$ cat config.mk
export PLATFORM = sky130hd
export DESIGN_NAME = id_ex_stage
export DESIGN_NICKNAME = d
export VERILOG_FILES = /design/src/rtl/id_ex_stage.sv
export SDC_FILE = /design/constraint.sdc
export NUM_CORES = 1
export LEC_CHECK = 0
export ABC_AREA = 1
export ABC_CLOCK_PERIOD_IN_PS = 8500
export CORE_AREA = 2 2 135 137
export CTS_CLUSTER_DIAMETER = 120
export CTS_CLUSTER_SIZE = 12
export DETAILED_ROUTE_END_ITERATION = 10
export DIE_AREA = 0 0 137 139
export PLACE_DENSITY = 0.74
export SETUP_SLACK_MARGIN = 0.02
export SLEW_MARGIN = 5
export SYNTH_ARGS = -nofsm -noshare
export SYNTH_HDL_FRONTEND = slang
export SYNTH_SLANG_ARGS = --single-unit
$ cat constraint.sdc
create_clock -name clk -period 8.5 [get_ports clk]
set_clock_uncertainty 0.2 [all_clocks]
set_input_delay 1.7 -clock clk [delete_from_list [all_inputs] [get_ports clk]]
set_output_delay 1.7 -clock clk [all_outputs]
set_load 0.01 [all_outputs]
$ cat src/rtl/id_ex_stage.sv
// id_ex_stage: ID/EX pipeline register for the RV32I core, with flush, hold and load-use bubble insertion.
// Define LOAD_USE_DETECT_EN to build the load-use hazard detector; otherwise software must fill load delay slots.
module id_ex_stage #(
  parameter int XLEN  = 32,
  parameter int CNT_W = 16
) (
  input  logic             clk,
  input  logic             rst,
  input  logic             id_valid,
  input  logic             id_load,
  input  logic             id_store,
  input  logic             id_branch,
  input  logic             id_reg_write,
  input  logic             id_mem_en,
  input  logic             id_operand_a,
  input  logic             id_operand_b,
  input  logic             id_next_sel,
  input  logic [1:0]       id_mem_to_reg,
  input  logic [3:0]       id_alu_control,
  input  logic [2:0]       id_fun3,
  input  logic [XLEN-1:0]  id_pc,
  input  logic [XLEN-1:0]  id_rs1_data,
  input  logic [XLEN-1:0]  id_rs2_data,
  input  logic [XLEN-1:0]  id_imm,
  input  logic [4:0]       id_rs1_addr,
  input  logic [4:0]       id_rs2_addr,
  input  logic [4:0]       id_rd_addr,
  input  logic             id_rs1_used,
  input  logic             id_rs2_used,
  input  logic             ex_flush,
  input  logic             ex_hold,
  output logic             ex_valid,
  output logic             ex_load,
  output logic             ex_store,
  output logic             ex_branch,
  output logic             ex_reg_write,
  output logic             ex_mem_en,
  output logic             ex_operand_a,
  output logic             ex_operand_b,
  output logic             ex_next_sel,
  output logic [1:0]       ex_mem_to_reg,
  output logic [3:0]       ex_alu_control,
  output logic [2:0]       ex_fun3,
  output logic [XLEN-1:0]  ex_pc,
  output logic [XLEN-1:0]  ex_rs1_data,
  output logic [XLEN-1:0]  ex_rs2_data,
  output logic [XLEN-1:0]  ex_imm,
  output logic [4:0]       ex_rs1_addr,
  output logic [4:0]       ex_rs2_addr,
  output logic [4:0]       ex_rd_addr,
  output logic             stall_o,
  output logic [CNT_W-1:0] bubble_cnt
);

  // Controls are zeroed on kill; data fields simply ride along.
  typedef struct packed {
    logic       load;
    logic       store;
    logic       branch;
    logic       reg_write;
    logic       mem_en;
    logic       operand_a;
    logic       operand_b;
    logic       next_sel;
    logic [1:0] mem_to_reg;
    logic [3:0] alu_control;
  } ctrl_t;

  typedef struct packed {
    logic [2:0]      fun3;
    logic [XLEN-1:0] pc;
    logic [XLEN-1:0] rs1_data;
    logic [XLEN-1:0] rs2_data;
    logic [XLEN-1:0] imm;
    logic [4:0]      rs1_addr;
    logic [4:0]      rs2_addr;
    logic [4:0]      rd_addr;
  } data_t;

  ctrl_t            id_ctrl, ex_ctrl;
  data_t            id_data, ex_data;
  logic             ex_vld;
  logic [CNT_W-1:0] cnt;
  logic             lu;

  assign id_ctrl = {id_load, id_store, id_branch, id_reg_write, id_mem_en,
                    id_operand_a, id_operand_b, id_next_sel, id_mem_to_reg, id_alu_control};
  assign id_data = {id_fun3, id_pc, id_rs1_data, id_rs2_data, id_imm,
                    id_rs1_addr, id_rs2_addr, id_rd_addr};

`ifdef LOAD_USE_DETECT_EN
  logic rs1_hit, rs2_hit;
  assign rs1_hit = id_rs1_used && (id_rs1_addr == ex_data.rd_addr);
  assign rs2_hit = id_rs2_used && (id_rs2_addr == ex_data.rd_addr);
  // x0 is never a real producer, so a load targeting it cannot create a hazard.
  assign lu = ex_vld && ex_ctrl.load && (ex_data.rd_addr != 5'd0) && id_valid
              && (rs1_hit || rs2_hit);
`else
  logic unused_hazard_inputs;
  assign unused_hazard_inputs = ^{id_rs1_used, id_rs2_used};
  assign lu = 1'b0;
`endif

  assign stall_o = !ex_flush && (lu || ex_hold);

  always_ff @(posedge clk or posedge rst) begin
    if (rst) begin
      ex_vld  <= 1'b0;
      ex_ctrl <= '0;
      ex_data <= '0;
      cnt     <= '0;
    end else if (ex_flush) begin
      ex_vld  <= 1'b0;
      ex_ctrl <= '0;
    end else if (!ex_hold) begin
      if (lu) begin
        ex_vld  <= 1'b0;
        ex_ctrl <= '0;
        if (cnt != {CNT_W{1'b1}}) cnt <= cnt + 1'b1;
      end else begin
        ex_vld  <= id_valid;
        ex_ctrl <= id_valid ? id_ctrl : '0;
        ex_data <= id_data;
      end
    end
  end

  assign ex_valid = ex_vld;
  assign {ex_load, ex_store, ex_branch, ex_reg_write, ex_mem_en,
          ex_operand_a, ex_operand_b, ex_next_sel, ex_mem_to_reg, ex_alu_control} = ex_ctrl;
  assign {ex_fun3, ex_pc, ex_rs1_data, ex_rs2_data, ex_imm,
          ex_rs1_addr, ex_rs2_addr, ex_rd_addr} = ex_data;
  assign bubble_cnt = cnt;

endmodule

==> flow_summary.ini <==
[clocking]
clock_sinks = 161
cts_buffer_depth = 2
cts-resized-gates = 0
cts_tree = done
clock_latency_ns = 0.42
path_clk_slew_ns = 0.06
cts_htree_levels = 4
cts_root_buf = clkbuf_16
numCtsBuffers = 17
postCtsSetupBuffers = 0
ctsHoldBuffers = 0

[logic_synthesis]
ys_ff_latch = 161
netlist-cell-type-count = 14
synthTopCellsByArea = dfrtp_1, nand2_1, o21ai_0
yosysSeqAreaShare_pct = 62.44
syn_avg_cell_area_um2 = 9.012
syn_area_mm2 = 0.006452
synth_warnings = 0
syn-instance-count = 716
synth_top_area_share_pct = 62.44
yosysTopAreaCell = dfrtp_1

[placed_design]
dpl.cell_count = 1223
dp_hpwl_mm = 13.25
gp_routability_congestion = 0.7800
io_buffers = 326

[routing]
first_iter_violations = 341
drt-total-wl_mm = 19.82
viasPerCell = 4.658
wire_per_inst_um = 15.79
first_pass_iters = 5
drc = 0
antenna_left = 0
num_vias = 5846

[grt]
grt_pass1_vias = 5775
antenna_found_initial = 0
grt_max_degree = 110
grt_util_all_layers_pct = 20.83
grt.overflow.total = 0
grt_pass1_wl_mm = 30.82

[die]
die_h_um = 139
core_mm2 = 0.01766
start_util_pct = 36.54
dieArea_mm2 = 0.01904
die_w_um = 137
io_pins = 345
num_rows = 49

[sta]
finalCriticalPeriod_ns = 5.059
setup_viol = 0
fin_crit_sh_pct = 59.52
slew_headroom_pct = 24.42
timing.fmax_ghz = 0.1977
hold_violations = 0
tightest_slew_ns = 1.134
tns_ns = 0
rsz0062_at_grt = false
maxSlewViolCount = 0

[final_layout]
areaGrowthSynthToFinish_pct = 59.24
drive_above_1_share_pct = 3.996
seqCellArea_mm2 = 0.004029
diodes = 0
multi_input_area_mm2 = 0.002105
stdcell_count = 1255
nNetsFinal = 1180
fill_cells = 1564

[setup_path]
r2r_start = ex_rs2_data[3]$_DFFE_PP0P_
arrival_ns = 3.16
ff2ff_setup_slack_ns = 7.62
crit_type = input port to primary output
worstPathRequired_ns = 6.60
r2r-end = ex_rs2_data[3]$_DFFE_PP0P_
path_cells = buf_4, inv_1, nor2_4, clkdlybuf4s50_1
cpPeakStageDelay_ns = 0.63
start_kind = input port
reg2reg_depth = 2
cp_slowest_cell = clkdlybuf4s50_1
endpoint_kind = primary output
crit_path_max_fanout = 40

[job]
maxCapViolCount = 0

[power]
p_per_area_mw_per_mm2 = 201.7
p_leak_uw = 0.004781
ir_drop_v = 0.0001329

[hold_path]
hp-start = ex_rs1_data[5]$_DFFE_PP0P_
hold_end = ex_rs1_data[5]$_DFFE_PP0P_
hold_depth = 2
holdCritPathClass = flop to flop

[status]
status = finished clean
-- how the worst max path moves through the flow --
stage,to,cells after the start,slack [ns],start
finish,stall_o,4,3.44,ex_hold
global route,stall_o,4,3.34,ex_hold
CTS,stall_o,4,3.42,ex_hold
detailed placement,stall_o,4,3.43,ex_hold
global placement,stall_o,4,3.43,ex_hold
floorplan,ex_alu_control[0]$_DFFE_PP0P_,1,2.25,rst
-- kinds of logic (layout without fill, tap and decap cells) --
group	Yosys count	count (layout)	synth area share (%)
flops	161	161	62.44
buf+inv	69	364	5.817
simple gates	339	339	20.36
other cells	1	16	0.05812
compound gates	146	146	11.32
-- Yosys cell counts, drive strengths merged --
cell	n
nand2	323
dfrtp	161
o21ai	146
buf	53
clkbuf	14
nand3	14
inv	2
nor2	2
conb	1
-- cell type report --
type	count	area share (%)
tap	229	2.789
sequential	161	39.21
multi-input combinational	501	20.48
inverter	2	0.1218
clock buffer	19	4.408
clock inverter	13	0.9864
timing repair buffer	330	32.00
-- layout by cell type, fill, tap and decap left out, drive strengths merged --
cell / count
inv: 6
clkbuf: 19
o21ai: 146
buf: 6
clkinv: 5
clkdlybuf4s50: 324
nor2: 2
clkinvlp: 4
dfrtp: 161
nand2: 323
conb: 16
nand3: 14
-- report_power, final --
group	leakage (uW)	internal, uW	switching [uW]
logic	0.00251	252	200
clock network	0.000263	393	329
registers	0.00201	855	43.1
-- through the flow --
step                utilization (%)  setup WS [ns]  instance area, um2  hold slack, ns  power (uW)
finish                        58.19          3.441               10270          0.2782        2072
global route                  58.19          3.343               10270          0.3088        2171
CTS                           58.19          3.424               10270          0.2827        2099
detailed placement            55.05          3.431                9721          0.2641        1370
global placement              55.05          3.432                9721          0.2605        1360
floorplan                         -          2.252                6509          0.3086        1074
-- routing by layer --
layer | share of wire, % | global-route usage [%]
met2 | 48 | 33.57
met1 | 41 | 25.39
met4 | 4.1 | 10.80
met5 | 0 | 0
met3 | 6.9 | 5.665
-- critical path: cells and delay by family --
kind / cells / cell delay, ns
buf+inv: 3 / 1.11
simple gates: 1 / 0.34
(Power assumes the default switching activity.)
